**src/rtl/result_to_ascii_pkg.sv**
```systemverilog
// result_to_ascii_pkg: shared states, ASCII constants and result width
package result_to_ascii_pkg;
  localparam int RES_W = 5;
  localparam logic [7:0] ASCII_PLUS = 8'd43;
  localparam logic [7:0] ASCII_MINUS = 8'd45;
  localparam logic [7:0] ASCII_ZERO = 8'd48;
  localparam logic [7:0] ASCII_NL = 8'd10;
  typedef enum logic [2:0] {
    IDLE,
    CONVERT,
    SEND_SIGN,
    SEND_TENS,
    SEND_ONES,
    SEND_TERM
  } state_t;
endpackage

```
**src/rtl/result_to_ascii_dabble_step.sv**
```systemverilog
// dabble_step: one double-dabble iteration (add-3 correction, then shift) on {tens,ones,mag}
module dabble_step (
  input  logic [3:0] tens,
  input  logic [3:0] ones,
  input  logic [5:0] mag,
  output logic [3:0] tens_n,
  output logic [3:0] ones_n,
  output logic [5:0] mag_n
);
  logic [3:0] t, o;
  assign t = tens >= 4'd5 ? tens + 4'd3 : tens;
  assign o = ones >= 4'd5 ? ones + 4'd3 : ones;
  assign {tens_n, ones_n, mag_n} = {t[2:0], o, mag, 1'b0};
endmodule

```
**src/rtl/result_to_ascii.sv**
```systemverilog
// result_to_ascii: turns a 5-bit adder result into a 4-character signed decimal record
module result_to_ascii
  import result_to_ascii_pkg::*;
#(
  parameter logic [7:0] SIGN_POS = ASCII_PLUS,
  parameter logic [7:0] TERM_CHAR = ASCII_NL
) (
  input  logic             clk,
  input  logic             rst,
  input  logic             in_valid,
  output logic             in_ready,
  input  logic [RES_W-1:0] s,
  input  logic             c5,
  input  logic             e,
  output logic             out_valid,
  input  logic             out_ready,
  output logic [7:0]       out_data
);
  state_t state, nxt;
  logic [2:0] cnt;
  logic [5:0] val, v_in, abs_v, mag, mag_n;
  logic [3:0] tens, ones, tens_n, ones_n;
  logic neg, send;
  logic [7:0] ch;
  // on overflow the carry-out is the true sign bit
  assign v_in = e ? {c5, s} : {s[RES_W-1], s};
  assign abs_v = val[5] ? -val : val;
  assign send = state == SEND_SIGN || state == SEND_TENS || state == SEND_ONES || state == SEND_TERM;
  assign in_ready = rst || state == IDLE;
  assign out_valid = !rst && send;
  assign out_data = rst ? 8'd0 : ch;
  dabble_step u_step (
    .tens  (tens),
    .ones  (ones),
    .mag   (mag),
    .tens_n(tens_n),
    .ones_n(ones_n),
    .mag_n (mag_n)
  );
  always_comb begin
    nxt = state;
    case (state)
      IDLE:      nxt = in_valid ? CONVERT : IDLE;
      CONVERT:   nxt = cnt == 3'd6 ? SEND_SIGN : CONVERT;
      SEND_SIGN: nxt = out_ready ? SEND_TENS : SEND_SIGN;
      SEND_TENS: nxt = out_ready ? SEND_ONES : SEND_TENS;
      SEND_ONES: nxt = out_ready ? SEND_TERM : SEND_ONES;
      SEND_TERM: nxt = out_ready ? IDLE : SEND_TERM;
      default:   nxt = IDLE;
    endcase
  end
  always_comb begin
    ch = 8'd0;
    case (state)
      SEND_SIGN: ch = neg ? ASCII_MINUS : SIGN_POS;
      SEND_TENS: ch = ASCII_ZERO + {4'd0, tens};
      SEND_ONES: ch = ASCII_ZERO + {4'd0, ones};
      SEND_TERM: ch = TERM_CHAR;
      default:   ch = 8'd0;
    endcase
  end
  // first CONVERT cycle loads the magnitude, the next six shift it into BCD
  always_ff @(posedge clk) begin
    if (rst) begin
      state <= IDLE;
      cnt <= 3'd0;
      val <= 6'd0;
      neg <= 1'b0;
      mag <= 6'd0;
      tens <= 4'd0;
      ones <= 4'd0;
    end else begin
      state <= nxt;
      if (state == IDLE && in_valid) begin
        val <= v_in;
        cnt <= 3'd0;
      end
      if (state == CONVERT) begin
        cnt <= cnt + 3'd1;
        if (cnt == 3'd0) begin
          neg <= val[5];
          mag <= abs_v;
          tens <= 4'd0;
          ones <= 4'd0;
        end else begin
          tens <= tens_n;
          ones <= ones_n;
          mag <= mag_n;
        end
      end
    end
  end
endmodule

```
**config.mk**
```make
export PLATFORM = sky130hd
export DESIGN_NAME = result_to_ascii
export DESIGN_NICKNAME = d
export VERILOG_FILES = /design/src/rtl/result_to_ascii_pkg.sv /design/src/rtl/result_to_ascii_dabble_step.sv /design/src/rtl/result_to_ascii.sv
export SDC_FILE = /design/constraint.sdc
export NUM_CORES = 1
export LEC_CHECK = 0
export BUFFER_PORTS_ARGS = -buffer_cell sky130_fd_sc_hd__buf_2
export CAP_MARGIN = 20
export CORE_UTILIZATION = 55
export DETAILED_ROUTE_END_ITERATION = 16
export PLACE_DENSITY = 0.84
export SETUP_SLACK_MARGIN = 0.05
export SLEW_MARGIN = 15
export SYNTH_ARGS = -nofsm -noshare
export SYNTH_HDL_FRONTEND = slang
export SYNTH_SLANG_ARGS = --single-unit
```
**constraint.sdc**
```tcl
create_clock -name clk -period 2.12 [get_ports clk]
set_input_delay 0.318 -clock clk [delete_from_list [all_inputs] [get_ports clk]]
set_output_delay 0.318 -clock clk [all_outputs]
set_load 0.05 [all_outputs]
```
==> out/qor.yml <==
run_status:
  status: "finished, final reports clean"
floorplanning:
  die_x_um: 55.2
  core_um2: 2570
  dieArea_um2: 3050
  die_h_um: 55.2
  initial_utilization_pct: 60.7
  num_rows: 18
  ios: 21
run:
  cap_violations: 0
clock_network:
  cts_setup_buffers: 0
  htree_num_levels: 1
  cts_tree: "done"
  clock_tree.buffer_depth: 2
  cts.sinks: 27
  clkTransAtPathRegs_ns: 0.16
  cts_made_buffers: 3
  clk_latency_ns: 0.34
  ctsRootBufferMaster: "clkbuf_4"
sta:
  drv_slew: 0
  rsz0062_at_grt: "false"
  fmax_ghz: 0.511
  finalSetupViolCount: 0
  fin_crit_sh_pct: 92.3
  fin_crit_ns: 1.96
  fin_tns_setup_ns: 0
  finClkSkew_ns: 0.0157
  hold_viol_final: 0
placed_design:
  numPortBuffers: 18
  hpwl_mm: 2.43
  gp_congestion: 0.914
logic_synthesis:
  syn_area_um2: 1560
  synthTopCellsByCount: "a21oi_1, dfxtp_1, nand2_1"
  synthDistinctLibCells: 40
  synth_flop_cell: "dfxtp_1"
  async_reset_ff_share_pct: 0
  synthDominantCellAreaShare_pct: 34.7
  synthesis.instances: 197
  syn_area_per_cell_um2: 7.91
  synth.area.top_cells: "dfxtp_1, a21oi_1, ha_1, nand2_1, mux2i_1"
  synth_most_common_cell: "a21oi_1"
  synth_top_area_cell: "dfxtp_1"
  yosysSeqAreaShare_pct: 34.7
  ys_warn_count: 0
  synth_edf_count: 0
  ys_ff_latch: 27
power_and_ir_drop:
  vdd_ir_drop_max_mv: 0.417
  p_leak_nw: 0.666
  powerDensity_nw_per_um2: 559
route:
  viasPerCell: 5.95
  ant_nets: 0
  drc: 0
  drt_iter0_drc: 58
  dr.pass1.iters: 4
  finalWirelength_mm: 3.37
  via_count: 1427
  wl_per_cell_um: 14.1
worst_setup_path:
  critPathRequiredTime_ns: 1.80
  endpoint_kind: "primary output"
  path_max_fanout: 13
  criticalPathCategory: "reg2out"
  start_kind: "flop"
  arrival_ns: 1.64
global_routing:
  grt_max_degree: 22
  antenna_found_initial: 0
  grt_pass1_vias: 1244
  grt_overflow: 0
  track_usage_pct: 22.1
  grt_pass1_wl_mm: 5.51
layout:
  area_growth_pct: 7.78
  layout.nets: 230
  diodes: 0
  final_util_pct: 65.4
  final_layout_size_suffix_gt1_share_pct: 16.2
min_path:
  hp-class: "in2reg"
-- repair_timing --
action,CTS,global route
hold buffers,0,0
resized for setup,2,5
setup endpoints to repair,4,4
-- final cells by class --
type | count | area [um2]
multi-input combinational | 146 | 902
fill | 220 | 887
sequential | 27 | 547
timing repair buffer | 22 | 125
inverter | 11 | 41.3
tap | 30 | 37.5
clock buffer | 3 | 22.5
clock inverter | 1 | 5.00
-- per-layer routing --
layer | global-route usage (%) | wire, um | vias to the layer above
met2 | 37.3 | 1640 | 36
met3 | 2.58 | 125 | 4
met5 | 0 | 0 | -
li1 | - | - | 719
met1 | 28.2 | 1570 | 668
met4 | 9.64 | 36 | 0
-- per-stage QoR --
step | power, W | setup slack, ns | hold WS (ns) | instance area, um2 | cells
global route | 0.000972 | 0.0651 | 0.179 | 1680 | 240
floorplan | 0.000679 | 0.142 | 0.432 | 1560 | 198
finish | 0.000939 | 0.164 | 0.185 | 1680 | 240
CTS | 0.000939 | 0.0336 | 0.182 | 1670 | 240
detailed placement | 0.000714 | 0.337 | 0.445 | 1640 | 236
global placement | 0.000706 | 0.472 | 0.440 | 1640 | 236
-- critical path: stages, from the launching register on --
cell and delay [ns]:
dfxtp_2 0.48, inv_1 0.13, mux2i_1 0.16, nand2_1 0.07, a21oi_1 0.17, buf_2 0.28
-- state kept, by name, summed over array words and instances, names as in the netlist --
register and count:
neg 1, tens 4, ones 4, val 6, mag 6, cnt 3, state 3
-- final timing paths --
kind | depth (start not counted) | slack [ns] | from | to
setup / recovery | 5 | 0.16 | state[0]$_SDFF_PP0_ | out_data[1]
hold / removal | 3 | 0.19 | s[3] | val[3]$_SDFFE_PP0P_
setup reg to reg | 4 | 0.46 | state[0]$_SDFF_PP0_ | tens[0]$_SDFFE_PP0P_
hold reg to reg | 2 | 0.46 | mag[0]$_SDFFE_PP0P_ | mag[0]$_SDFFE_PP0P_
-- power by group --
group,internal [W],switching [W]
sequential,0.000526,0.0000215
clock,0.0000711,0.000164
combinational,0.0000565,0.0000993
-- placed cells by master, fill, tap and decap left out, types with 3 or more instances in the layout --
cell	Yosys	layout
a21oi_1	28	28
buf_2	5	16
buf_4	2	4
clkbuf_4	0	5
dfxtp_1	27	24
ha_1	8	8
inv_1	11	11
mux2i_1	7	7
nand2_1	22	22
nand2b_1	5	5
nand3_1	9	9
nor2_1	8	7
nor2b_1	3	3
nor3_1	7	7
nor4_1	4	4
o21ai_0	12	12
o31ai_1	4	4
xnor2_1	3	3
xor2_1	3	3
-- logic make-up (layout without fill, tap and decap cells) --
group	count (synthesis)	after routing	synth area share [%]
AO/OA/AOI/OAI	57	57	21.6
multiplexers	7	7	4.49
flip-flops	27	27	34.7
adder cells (fa/ha/maj)	8	8	6.42
AND/OR/NAND/NOR	66	66	21.3
XOR/XNOR	6	6	3.37
buffers and inverters	25	37	7.86
other	1	2	0.241
Note: power is estimated with default switching activity, not from simulation.
